==> config.mk <==
export PLATFORM = sky130hd
export DESIGN_NAME = rect_polar_cordic_flat
export DESIGN_NICKNAME = d
export VERILOG_FILES = /design/src/rtl/rect_polar_cordic_if.sv /design/src/rtl/rect_polar_cordic.sv /design/src/flat_wrapper.sv
export SDC_FILE = /design/constraint.sdc
export NUM_CORES = 1
export LEC_CHECK = 0
export CORE_MARGIN = 2
export CORE_UTILIZATION = 50
export CTS_CLUSTER_SIZE = 30
export DETAILED_ROUTE_END_ITERATION = 12
export DONT_BUFFER_PORTS = 1
export PLACE_DENSITY_LB_ADDON = 0.12
export SYNTH_ARGS = -nofsm -noshare
export SYNTH_HDL_FRONTEND = slang
export SYNTH_SLANG_ARGS = --single-unit
export TNS_END_PERCENT = 50
==> constraint.sdc <==
create_clock -name clk -period 10.8 [get_ports clk]
set_input_delay 0.54 -clock clk [delete_from_list [all_inputs] [get_ports clk]]
set_output_delay 0.54 -clock clk [all_outputs]
set_load 0.05 [all_outputs]
==> src/rtl/rect_polar_cordic_if.sv <==
// Sample/result handshake bundle for the rectangular-to-polar CORDIC.
// The block being fed uses the slave modport; whatever drives it uses master.
interface rect_polar_cordic_if #(
  parameter int W       = 8,
  parameter int ANGLE_W = 8
);
  logic signed [W-1:0] in_x;
  logic signed [W-1:0] in_y;
  logic                in_valid;
  logic                in_ready;
  logic [W-1:0]        out_mag;
  logic [ANGLE_W-1:0]  out_angle;
  logic                out_zero;
  logic                out_valid;
  logic                out_ready;

  modport master (
    output in_x, in_y, in_valid, out_ready,
    input  in_ready, out_mag, out_angle, out_zero, out_valid
  );

  modport slave (
    input  in_x, in_y, in_valid, out_ready,
    output in_ready, out_mag, out_angle, out_zero, out_valid
  );
endinterface

==> src/rtl/rect_polar_cordic.sv <==
// Iterative vectoring-mode CORDIC: signed (x, y) in, magnitude and full-circle angle out.
// States: IDLE wait for sample | ROT one micro-rotation per cycle | SCALE gain fix | DONE hold result.
module rect_polar_cordic #(
  parameter int W       = 8,
  parameter int ANGLE_W = 8,
  parameter int ITER    = 8
) (
  input  logic               clk,
  input  logic               rst_n,
  input  logic               ena,
  rect_polar_cordic_if.slave bus
);
  localparam int XW = W + 2;
  localparam int ZW = ANGLE_W + 2;
  localparam logic [3:0] LAST = 4'(ITER - 1);
  localparam logic signed [ZW-1:0] HALF = {2'b10, {ANGLE_W{1'b0}}};

  typedef enum logic [1:0] {IDLE, ROT, SCALE, DONE} state_t;

  state_t               state_q, state_d;
  logic signed [XW-1:0] x_q, x_d, y_q, y_d;
  logic signed [ZW-1:0] z_q, z_d;
  logic [3:0]           cnt_q, cnt_d;
  logic                 zflag_q, zflag_d;
  logic [W-1:0]         mag_q, mag_d;
  logic [ANGLE_W-1:0]   ang_q, ang_d;
  logic                 ozero_q, ozero_d;
  logic                 oval_q, oval_d;

  logic signed [XW-1:0] x_in, y_in, x_sh, y_sh, m;
  logic signed [ZW-1:0] z_rnd, atan_i;

  // atan(2^-i) as a fraction of a full circle, 32-bit, rounded to ZW bits.
  function automatic logic [ZW-1:0] atan_lut(input logic [3:0] idx);
    logic [31:0] ent;
    logic [32:0] rnd;
    case (idx)
      4'd0:    ent = 32'h2000_0000;
      4'd1:    ent = 32'h12E4_051E;
      4'd2:    ent = 32'h09FB_385B;
      4'd3:    ent = 32'h0511_11D4;
      4'd4:    ent = 32'h028B_0D43;
      4'd5:    ent = 32'h0145_D7E1;
      4'd6:    ent = 32'h00A2_F61E;
      4'd7:    ent = 32'h0051_7C55;
      4'd8:    ent = 32'h0028_BE53;
      4'd9:    ent = 32'h0014_5F2F;
      4'd10:   ent = 32'h000A_2F98;
      4'd11:   ent = 32'h0005_17CC;
      4'd12:   ent = 32'h0002_8BE6;
      4'd13:   ent = 32'h0001_45F3;
      4'd14:   ent = 32'h0000_A2FA;
      default: ent = 32'h0000_517D;
    endcase
    rnd = {1'b0, ent} + (33'd1 << (31 - ZW));
    return ZW'(rnd >> (32 - ZW));
  endfunction

  assign x_in   = XW'(bus.in_x);
  assign y_in   = XW'(bus.in_y);
  assign x_sh   = x_q >>> cnt_q;
  assign y_sh   = y_q >>> cnt_q;
  assign atan_i = atan_lut(cnt_q);
  // 1/K ~= 0.607422 as shift-add
  assign m      = (x_q >>> 1) + (x_q >>> 3) - (x_q >>> 6) - (x_q >>> 9);
  assign z_rnd  = z_q + ZW'(2);

  always_comb begin
    state_d = state_q;
    x_d     = x_q;
    y_d     = y_q;
    z_d     = z_q;
    cnt_d   = cnt_q;
    zflag_d = zflag_q;
    mag_d   = mag_q;
    ang_d   = ang_q;
    ozero_d = ozero_q;
    oval_d  = oval_q;
    if (ena) begin
      case (state_q)
        IDLE: begin
          if (bus.in_valid) begin
            if (bus.in_x[W-1]) begin
              x_d = -x_in;
              y_d = -y_in;
              z_d = HALF;
            end else begin
              x_d = x_in;
              y_d = y_in;
              z_d = '0;
            end
            zflag_d = (bus.in_x == '0) && (bus.in_y == '0);
            cnt_d   = '0;
            state_d = ROT;
          end
        end
        ROT: begin
          if (!y_q[XW-1]) begin
            x_d = x_q + y_sh;
            y_d = y_q - x_sh;
            z_d = z_q + atan_i;
          end else begin
            x_d = x_q - y_sh;
            y_d = y_q + x_sh;
            z_d = z_q - atan_i;
          end
          cnt_d = cnt_q + 4'd1;
          if (cnt_q == LAST) state_d = SCALE;
        end
        SCALE: begin
          mag_d   = zflag_q ? '0 : W'(m);
          ang_d   = zflag_q ? '0 : ANGLE_W'(z_rnd >>> 2);
          ozero_d = zflag_q;
          oval_d  = 1'b1;
          state_d = DONE;
        end
        DONE: begin
          if (bus.out_ready) begin
            oval_d  = 1'b0;
            state_d = IDLE;
          end
        end
        default: state_d = IDLE;
      endcase
    end
  end

  always_ff @(posedge clk or negedge rst_n) begin
    if (!rst_n) begin
      state_q <= IDLE;
      x_q     <= '0;
      y_q     <= '0;
      z_q     <= '0;
      cnt_q   <= '0;
      zflag_q <= 1'b0;
      mag_q   <= '0;
      ang_q   <= '0;
      ozero_q <= 1'b0;
      oval_q  <= 1'b0;
    end else begin
      state_q <= state_d;
      x_q     <= x_d;
      y_q     <= y_d;
      z_q     <= z_d;
      cnt_q   <= cnt_d;
      zflag_q <= zflag_d;
      mag_q   <= mag_d;
      ang_q   <= ang_d;
      ozero_q <= ozero_d;
      oval_q  <= oval_d;
    end
  end

  assign bus.in_ready  = ena && (state_q == IDLE);
  assign bus.out_mag   = mag_q;
  assign bus.out_angle = ang_q;
  assign bus.out_zero  = ozero_q;
  assign bus.out_valid = oval_q;
endmodule

==> src/flat_wrapper.sv <==
// flat-port wrapper written by rule: the top's interface ports become plain ports
module rect_polar_cordic_flat 
#(
  parameter int W       = 8,
  parameter int ANGLE_W = 8,
  parameter int ITER    = 8
)
  (clk, rst_n, ena, bus_in_x, bus_in_y, bus_in_valid, bus_out_ready, bus_in_ready, bus_out_mag, bus_out_angle, bus_out_zero, bus_out_valid);
  rect_polar_cordic_if #(.W(W), .ANGLE_W(ANGLE_W)) bus_i ();
  input  logic clk;
  input  logic rst_n;
  input  logic ena;
  input wire logic [$bits(bus_i.in_x)-1:0] bus_in_x;
  input wire logic [$bits(bus_i.in_y)-1:0] bus_in_y;
  input wire logic [$bits(bus_i.in_valid)-1:0] bus_in_valid;
  input wire logic [$bits(bus_i.out_ready)-1:0] bus_out_ready;
  output wire logic [$bits(bus_i.in_ready)-1:0] bus_in_ready;
  output wire logic [$bits(bus_i.out_mag)-1:0] bus_out_mag;
  output wire logic [$bits(bus_i.out_angle)-1:0] bus_out_angle;
  output wire logic [$bits(bus_i.out_zero)-1:0] bus_out_zero;
  output wire logic [$bits(bus_i.out_valid)-1:0] bus_out_valid;
  assign bus_i.in_x = bus_in_x;
  assign bus_i.in_y = bus_in_y;
  assign bus_i.in_valid = bus_in_valid;
  assign bus_i.out_ready = bus_out_ready;
  assign bus_in_ready = bus_i.in_ready;
  assign bus_out_mag = bus_i.out_mag;
  assign bus_out_angle = bus_i.out_angle;
  assign bus_out_zero = bus_i.out_zero;
  assign bus_out_valid = bus_i.out_valid;
  rect_polar_cordic #(.W(W), .ANGLE_W(ANGLE_W), .ITER(ITER)) u_core (.clk(clk), .rst_n(rst_n), .ena(ena), .bus(bus_i));
endmodule
==> results.ini <==
[run_status]
outcome=finished, final reports clean

[floorplanning]
fp.coreArea_um2=12060
start_util_pct=51.23
ioPinCount=40
die_y_um=115.2
die_area_um2=13260
die_w_um=115.2
row_count=40

[clock_network]
postCtsSetupRepairBufs=0
cts_sinks=55
cts_buffers=5
clkTransAtPathRegs_ns=0.08
clk_latency_ns=0.30
ctsHoldBuffers=1
cts_htree_levels=2
clockRootBuffer=clkbuf_16
cts_tree=yes
cts_resized=0
cts_buffer_depth=2

[place]
place_congestion=0.9528
dp_hpwl_mm=11.26
io_buffer_count=0

[critical_path]
critPathRequiredTime_ns=10.99
max_stage_delay_ns=0.86
cp-end-kind=flip-flop
critPathMostFrequentCell=a21oi_1
critPathMaxFanout=22
arrival_ns=5.30
critPathSlowestCell=dfrtp_1
critPathBufInv=2
critPathKind=flip-flop to flip-flop
crit_path_cell_trace=clkinv_1 -> ha_1 -> nand2b_1 -> a21oi_1 -> ha_1 -> nor4b_2 -> xnor2_1 -> a31oi_1 -> inv_1 -> a21oi_1 -> xor2_1 -> ha_1 -> or4_1 -> o21ai_0 -> a21oi_1 -> a31oi_1 -> or3_1 -> a21oi_1 -> nand3b_1
worst_path_dominant_cell_family=simple AND/OR/NAND/NOR gates
start_kind=flip-flop

[cells_and_area]
seqCellArea_um2=1376
multi_input_area_um2=4418
diodes=0
final_nets=799
area_growth_pct=4.414
layout-drive-gt1-share_pct=8.101
fillers=1145

[logic_synthesis]
synth_seq_cells=55
ys_seq_area_share_pct=22.27
async_reset_ff_share_pct=100.0
syn_area_per_cell_um2=8.374
synthFlopType=dfrtp_1
yosysMostFrequentCell=nand2_1
ys_types=73
yosysTopAreaCell=dfrtp_1
ys.warnings.count=0
netlist_instances=738
synth_area_leaders=dfrtp_1 22%, ha_1 10%, o21ai_0 5.8%
synth_edf_count=0
synthTopCellsByCount=77 x nand2_1, 71 x o21ai_0, 55 x dfrtp_1
synth_nets=822
synth_top_area_share_pct=22.27
syn_area_um2=6180

[timing]
timing.final.crit_share_pct=47.40
clock-skew-final_ns=0.004175
slew_headroom_pct=44.63
rsz0062_at_grt=false
finalHoldViolations=0
final.min_clock_period_ns=5.120
drv_slew=0
clock.fmax_ghz=0.1953
setup_viol=0
tns_ns=0
worst_slew_pin_slew_ns=0.8275

[global_route]
grt.total_usage_pct=23.11
grt_pass1_wl_mm=24.56
grt_pass1_vias=5028
antenna_found_initial=0
grt_max_degree=56
grt_overflow=0

[drt]
drtAntennaViolNets=0
vias=5173
drc=0
drt_first_pass_iters=4
drt_iter0_drc=295
vias_per_cell=5.852
wirelength_mm=14.81
wl_per_cell_um=16.75

[flow_run]
drv_cap=0

[min_path]
hold_class=input pin to async pin

## path summary, 6_finish.rpt
path | cells past startpoint | to | startpoint | slack (ns)
max | 19 | u_core.z_q[9] | u_core.cnt_q[1] | 5.68
max reg2reg | 19 | u_core.z_q[9] | u_core.cnt_q[1] | 5.68
min in group clk | 2 | u_core.zflag_q | bus_in_valid | 0.44
min | 1 | u_core.z_q[6] | rst_n | 0.09
min reg2reg | 2 | u_core.y_q[0] | u_core.y_q[0] | 0.55
max in group asynchronous | 1 | u_core.z_q[5] | rst_n | 10.45
## cells in the final DEF, fill, tap and decap left out, types with 9 or more instances in the layout
cell,count
nand2_1,77
ha_1,51
nor2_1,47
nand2b_1,14
xor2_1,25
a211oi_1,9
fa_1,12
dfrtp_1,55
mux4_2,11
a31oi_1,11
a22o_1,12
mux2i_1,14
xnor2_1,39
nor3_1,13
nand3_1,19
a21oi_1,46
o21ai_0,71
inv_1,52
## kinds of logic after synthesis
kind of cell | share of synthesized area [%]
fa+ha+maj | 14.21
mux | 8.949
compound gates | 20.81
flops | 22.27
xor+xnor | 9.334
simple gates | 18.18
buf+inv | 6.236
## state kept, by name (all words and copies together) (netlist names)
| signal | flops |
|---|---|
| u_core.bus.out_valid | 1 |
| u_core.bus.out_zero | 1 |
| u_core.z_q | 10 |
| u_core.state_q | 2 |
| u_core.bus.out_angle | 8 |
| u_core.zflag_q | 1 |
| u_core.x_q | 10 |
| u_core.y_q | 10 |
| u_core.bus.out_mag | 8 |
| u_core.cnt_q | 4 |
## per-layer routing
metal,global-route usage [%],routed length [µm],part of all wire (%),up-vias
met5,0,0,0,-
met4,6.667,306,2.1,0
met3,3.374,581,3.9,20
met2,39.96,7205,49,139
met1,30.13,6712,45,2448
li1,-,-,-,2566
## through the flow
step	cell area, µm²	util, %	setup slack, ns	hold slack [ns]	std cells
floorplan	6180	-	6.709	0.2444	738
global placement	6252	51.84	5.990	0.2455	875
detailed placement	6252	51.84	5.741	0.2456	875
CTS	6452	53.50	5.709	0.1113	884
global route	6452	53.50	5.301	0.09719	884
finish	6452	53.50	5.680	0.08774	884
## area by class of cell
type / count / share of cell area [%]
clock buffer: 5 / 1.939
tap: 168 / 3.258
sequential: 55 / 21.33
inverter: 54 / 3.141
multi-input combinational: 592 / 68.47
clock inverter: 3 / 0.7369
timing repair buffer: 7 / 1.125
Power is not shown: default switching activity piles up to over one toggle a cycle in this logic, so the estimate is an artifact.
